**src/rtl/horizontal_counter_generator.sv**
```systemverilog
`default_nettype none
// ============================================================================
// horizontal_counter_generator
// 640x480@60 horizontal timing: pixel tick, line counter, HSYNC, active flag,
// scaled column. Optional prescaler built when HCNT_PRESCALE_EN is defined.
// Revision: 1.0
// ============================================================================
module horizontal_counter_generator #(
  parameter int CLK_DIV  = 4,
  parameter int H_SYNC   = 96,
  parameter int H_BACK   = 48,
  parameter int H_ACTIVE = 640,
  parameter int H_FRONT  = 16,
  parameter int SCALE    = 5
) (
  input  logic       clk,
  input  logic       reset,
  output logic       pix_tick,
  output logic [9:0] hor_cnt,
  output logic [6:0] scl_hor_cnt,
  output logic       HSYNC,
  output logic       display_on,
  output logic       new_line
);

  localparam logic [9:0] SYNC_LAST   = 10'(H_SYNC - 1);
  localparam logic [9:0] BACK_LAST   = 10'(H_SYNC + H_BACK - 1);
  localparam logic [9:0] ACTIVE_LAST = 10'(H_SYNC + H_BACK + H_ACTIVE - 1);
  localparam logic [9:0] LINE_LAST   = 10'(H_SYNC + H_BACK + H_ACTIVE + H_FRONT - 1);
  localparam logic [2:0] SCALE_LAST  = 3'(SCALE - 1);

  typedef enum logic [1:0] {
    S_SYNC   = 2'd0,
    S_BACK   = 2'd1,
    S_ACTIVE = 2'd2,
    S_FRONT  = 2'd3
  } state_t;

  state_t     state;
  state_t     state_next;
  logic       pix_en;
  logic [2:0] scale_cnt;

`ifdef HCNT_PRESCALE_EN
  localparam int PW = $clog2(CLK_DIV);
  localparam logic [PW-1:0] DIV_LAST = PW'(CLK_DIV - 1);

  logic [PW-1:0] prescaler;

  always_ff @(posedge clk) begin
    if (reset) begin
      prescaler <= '0;
    end else if (prescaler == DIV_LAST) begin
      prescaler <= '0;
    end else begin
      prescaler <= prescaler + PW'(1);
    end
  end

  assign pix_en = (prescaler == DIV_LAST);
`else
  assign pix_en = 1'b1;
`endif

  always_ff @(posedge clk) begin
    if (reset) begin
      state <= S_SYNC;
    end else begin
      state <= state_next;
    end
  end

  // Any count at or beyond the line end is treated as the wrap point.
  always_comb begin
    state_next = state;
    if (pix_en) begin
      if (hor_cnt >= LINE_LAST) begin
        state_next = S_SYNC;
      end else begin
        case (state)
          S_SYNC:   if (hor_cnt == SYNC_LAST)   state_next = S_BACK;
          S_BACK:   if (hor_cnt == BACK_LAST)   state_next = S_ACTIVE;
          S_ACTIVE: if (hor_cnt == ACTIVE_LAST) state_next = S_FRONT;
          default:  state_next = state;
        endcase
      end
    end
  end

  // Outputs are registered from the next state so they align with hor_cnt.
  always_ff @(posedge clk) begin
    if (reset) begin
      hor_cnt     <= '0;
      scale_cnt   <= '0;
      scl_hor_cnt <= '0;
      HSYNC       <= 1'b0;
      display_on  <= 1'b0;
      new_line    <= 1'b0;
      pix_tick    <= 1'b0;
    end else begin
      pix_tick   <= pix_en;
      HSYNC      <= (state_next != S_SYNC);
      display_on <= (state_next == S_ACTIVE);
      new_line   <= pix_en && (hor_cnt >= LINE_LAST);
      if (pix_en) begin
        if (hor_cnt >= LINE_LAST) begin
          hor_cnt     <= '0;
          scale_cnt   <= '0;
          scl_hor_cnt <= '0;
        end else begin
          hor_cnt <= hor_cnt + 10'd1;
          if (state == S_ACTIVE) begin
            if (scale_cnt == SCALE_LAST) begin
              scale_cnt   <= '0;
              scl_hor_cnt <= scl_hor_cnt + 7'd1;
            end else begin
              scale_cnt <= scale_cnt + 3'd1;
            end
          end
        end
      end
    end
  end

endmodule
`default_nettype wire

```
**config.mk**
```make
export PLATFORM = sky130hd
export DESIGN_NAME = horizontal_counter_generator
export DESIGN_NICKNAME = d
export VERILOG_FILES = /design/src/rtl/horizontal_counter_generator.sv
export SDC_FILE = /design/constraint.sdc
export NUM_CORES = 1
export LEC_CHECK = 0
export ABC_CLOCK_PERIOD_IN_PS = 2330
export CORE_MARGIN = 8
export CORE_UTILIZATION = 35
export CTS_BUF_LIST = sky130_fd_sc_hd__clkbuf_4
export DETAILED_ROUTE_END_ITERATION = 8
export GPL_TIMING_DRIVEN = 0
export PLACE_DENSITY = 0.59
export SKIP_CTS_REPAIR_TIMING = 1
export SLEW_MARGIN = 20
export SYNTH_ARGS = -nofsm -noshare
export SYNTH_HDL_FRONTEND = slang
export SYNTH_SLANG_ARGS = --single-unit
```
**constraint.sdc**
```tcl
create_clock -name clk -period 2.33 [get_ports clk]
set_clock_uncertainty 0.1 [all_clocks]
set_input_delay 0.466 -clock clk [delete_from_list [all_inputs] [get_ports clk]]
set_output_delay 0.466 -clock clk [all_outputs]
set_load 0.01 [all_outputs]
```
==> summary.md <==
| Metric | Value |
|---|---|
| Die outline width | 72.8 um |
| Crit path max-delay family | buffers and inverters |
| Placed cell count | 187 |
| Int Pwr | 644 uW |
| Critical Path RT | 1.76 ns |
| Power after layout | 800 uW |
| CTS buffer count | 3 |
| Post-synthesis sequential area ratio | 46.1% |
| Post-route clock period utilization | 85.3% |
| Crit end category | output pin |
| Synth warn | 0 |
| Post-synth EDFFs | 0 |
| Antenna viol nets, final | 0 |
| Slew Viols, Final | 0 |
| Combinational power share | 4.6% |
| Final critical-path required period | 1.99 ns |
| CTS tree | done |
| Combinational family with the most area after synthesis | simple AND/OR/NAND/NOR gates |
| Row count | 20 |
| Detailed placer's ending HPWL | 1650 um |
| RSZ-0062 raised after global routing | no |
| Synthesis-to-layout area growth | 29.0% |
| Ports | 23 |
| Critical path, cell by cell | clkdlybuf4s50_1 |
| First-pass GRT wire length | 3770 um |
| Max incr delay on CP | 0.59 ns |
| Fmax | 503 MHz |
| DP Area | 1400 um^2 |
| Num Clock Sinks | 26 |
| Detailed Route WL | 2240 um |
| Max H-tree Level | 1 |
| Ant diodes | 0 |
| Cell Area, Synth | 1130 um^2 |
| Critical Path Stages | 1 |
| Worst EP arrival | 1.42 ns |
| Clk buf depth | 2 |
| Post-route insts no fill | 191 |
| Worst hold path class | reg2reg |
| Leading area contributor after synthesis | dfxtp_1 |
| Distinct cells, synth | 30 |
| Mapped Nets | 127 |
| CTS root buffer | clkbuf_4 |
| Seq pwr share | 56.9% |
| Grt peak-use layer | met2 |
| Initial Util | 37.0% |
| Simple-gate share of the synthesized area | 24.8% |
| DRT Pass-1 Iters | 4 |
| Main flop type after synthesis | dfxtp_1 |
| Worst Hold Path Cells | 2 |
| Switching power | 156 uW |
| Most frequent cells after synthesis | dfxtp_1, nor2_1, xor2_1, nand2_1, nand4_1 |
| # port buffers | 22 |
| Leading post-synthesis cells by cell area | dfxtp_1, xor2_1, nor2_1, ha_1, nand4_1 |
| CP max FO | 7 |
| Outcome | completed |
| Post-Synth XOR/XNOR Area | 10.9% |
| FF+latch count, synth | 26 |
| Initial antenna violation count | 0 |
| CORE AREA | 3050 um^2 |
| Synth top area share | 46.1% |
| Met1 usage | 9.93% |
| Synthesized-area fraction occupied by adder cells | 4.43% |
| Final Setup Violations | 0 |
| Rel. slew slack | 76.3% |
| Compound-cell area share of the yosys netlist | 7.21% |
| Crit-path slowest cell | clkdlybuf4s50_1 |
| DRC errors left | 0 |
| LEAKAGE | 0.565 nW |
| Post-Synthesis Cells | 121 |
| Setup TNS | 0 ns |
| CP bufs+invs | 1 |
| WL/cell | 11.7 um |
| MaxCap Viol Count | 0 |
| Largest net degree at the start of global routing | 16 |
| Via count | 904 |
| Proportion of synthesized area in mux cells | 0.887% |
| Total GRT Usage | 8.83% |
| Crit Path Class | reg2out |
| CTS clock-pin slew for the worst setup and hold paths | 0.14 ns |
| VDD IR-drop max | 289 uV |
| Power per Cell Area | 549 nW/um^2 |
| Final Hold Vio Count | 0 |
| Latest clock arrival within the worst-skew pair | 0.32 ns |
| Worst-margin pin slew | 0.356 ns |
| Startpoint types | flip-flop |
| DIE HEIGHT | 72.8 um |
| Routed vias/inst | 4.73 |
| Sw Ratio | 19.5% |
| Met2 usage | 14.5% |
| Total Die Area | 5300 um^2 |
| Fraction of layout cells with a size suffix above 1 | 7.48% |
| Vias in the first global route | 865 |
| Synth async-reset ratio | 0% |
| Synthesized area per cell | 9.33 um^2 |
| Nets | 154 |
| R2r worst-path depth | 7 |
| Post-Layout Inst Area | 1460 um^2 |
| Initial DRC count | 14 |
| Most common cell in the netlist | dfxtp_1 |
| Met3 Use GR | 2.75% |
| Clock network power share | 38.5% |
| Total grt overflow | 0 |
| Placer Congestion | 0.730 |
## worst min-delay path, stage by stage (launching register included)
cell and delay [ns]:
dfxtp_1 0.34, nand2_1 0.06, a21oi_1 0.05
## power groups by stage
stage          logic [mW]  registers [mW]  clock network (mW)
6_report           0.0368           0.455               0.308
5_1_grt            0.0411           0.457               0.334
4_1_cts            0.0378           0.455               0.321
3_5_place_dp       0.0374           0.465                   0
3_3_place_gp       0.0373           0.465                   0
2_1_floorplan      0.0182           0.467                   0
## final timing paths
kind                             startpoint                   endpoint  slack (ns)
setup reg to reg      hor_cnt[0]$_SDFF_PP0_      hor_cnt[8]$_SDFF_PP0_        0.44
setup / recovery      hor_cnt[4]$_SDFF_PP0_                 hor_cnt[4]        0.34
hold / removal    scale_cnt[2]$_SDFFE_PP0N_  scale_cnt[2]$_SDFFE_PP0N_        0.38
hold reg to reg   scale_cnt[2]$_SDFFE_PP0N_  scale_cnt[2]$_SDFFE_PP0N_        0.38
## metal layers
metal	share of wire (%)	vias up
met4	1.2	0
li1	-	461
met3	6.0	4
met2	46	23
met5	0	-
met1	46	416
## area by class of cell
| type | instances | area (um^2) |
|---|---|---|
| inverter | 6 | 22.5 |
| timing repair buffer | 22 | 220 |
| clock buffer | 3 | 22.5 |
| multi-input combinational | 84 | 544 |
| clock inverter | 1 | 30.0 |
| fill | 302 | 1600 |
| buffer | 5 | 41.3 |
| sequential | 26 | 520 |
| tap | 44 | 55.1 |
## cells by family (layout without fill, tap and decap cells)
family | count (synthesis) | after routing
AOI/OAI and AO/OA | 11 | 11
and+or+nand+nor | 54 | 54
muxes | 1 | 1
DFF | 26 | 26
xor gates and xnor gates | 14 | 14
adders and majority gates | 4 | 4
buffers and inverters | 11 | 37
## through the flow
stage / setup slack, ns / hold slack (ns) / util (%)
after detailed placement: 0.469 / 0.359 / 46.0
after CTS: 0.314 / 0.381 / 47.7
after floorplan: 0.585 / 0.332 / -
final: 0.343 / 0.382 / 47.7
after global routing: 0.278 / 0.406 / 47.7
after global placement: 0.498 / 0.347 / 46.0
## cell usage in the layout, fill, tap and decap left out, types with 2 or more instances in the layout
cell	Yosys	routed
clkbuf_1	2	2
clkbuf_4	0	3
nand2_1	7	7
and4_1	2	2
nor3_1	2	2
dfxtp_1	26	26
o21ai_0	2	2
xor2_1	9	9
a21oi_1	2	2
ha_1	4	4
xnor2_1	5	5
nand3_1	3	3
and3_1	4	4
inv_1	6	6
nand4_1	7	7
nor2b_1	2	2
nor2_1	19	19
a21oi_2	4	4
clkdlybuf4s50_1	0	22
buf_6	3	3
## state kept, by name, summed over array words and instances (netlist names)
signal / count
display_on: 1
scl_hor_cnt: 7
HSYNC: 1
state: 2
new_line: 1
hor_cnt: 10
scale_cnt: 3
pix_tick: 1
Power figures use the tool's default switching activity.
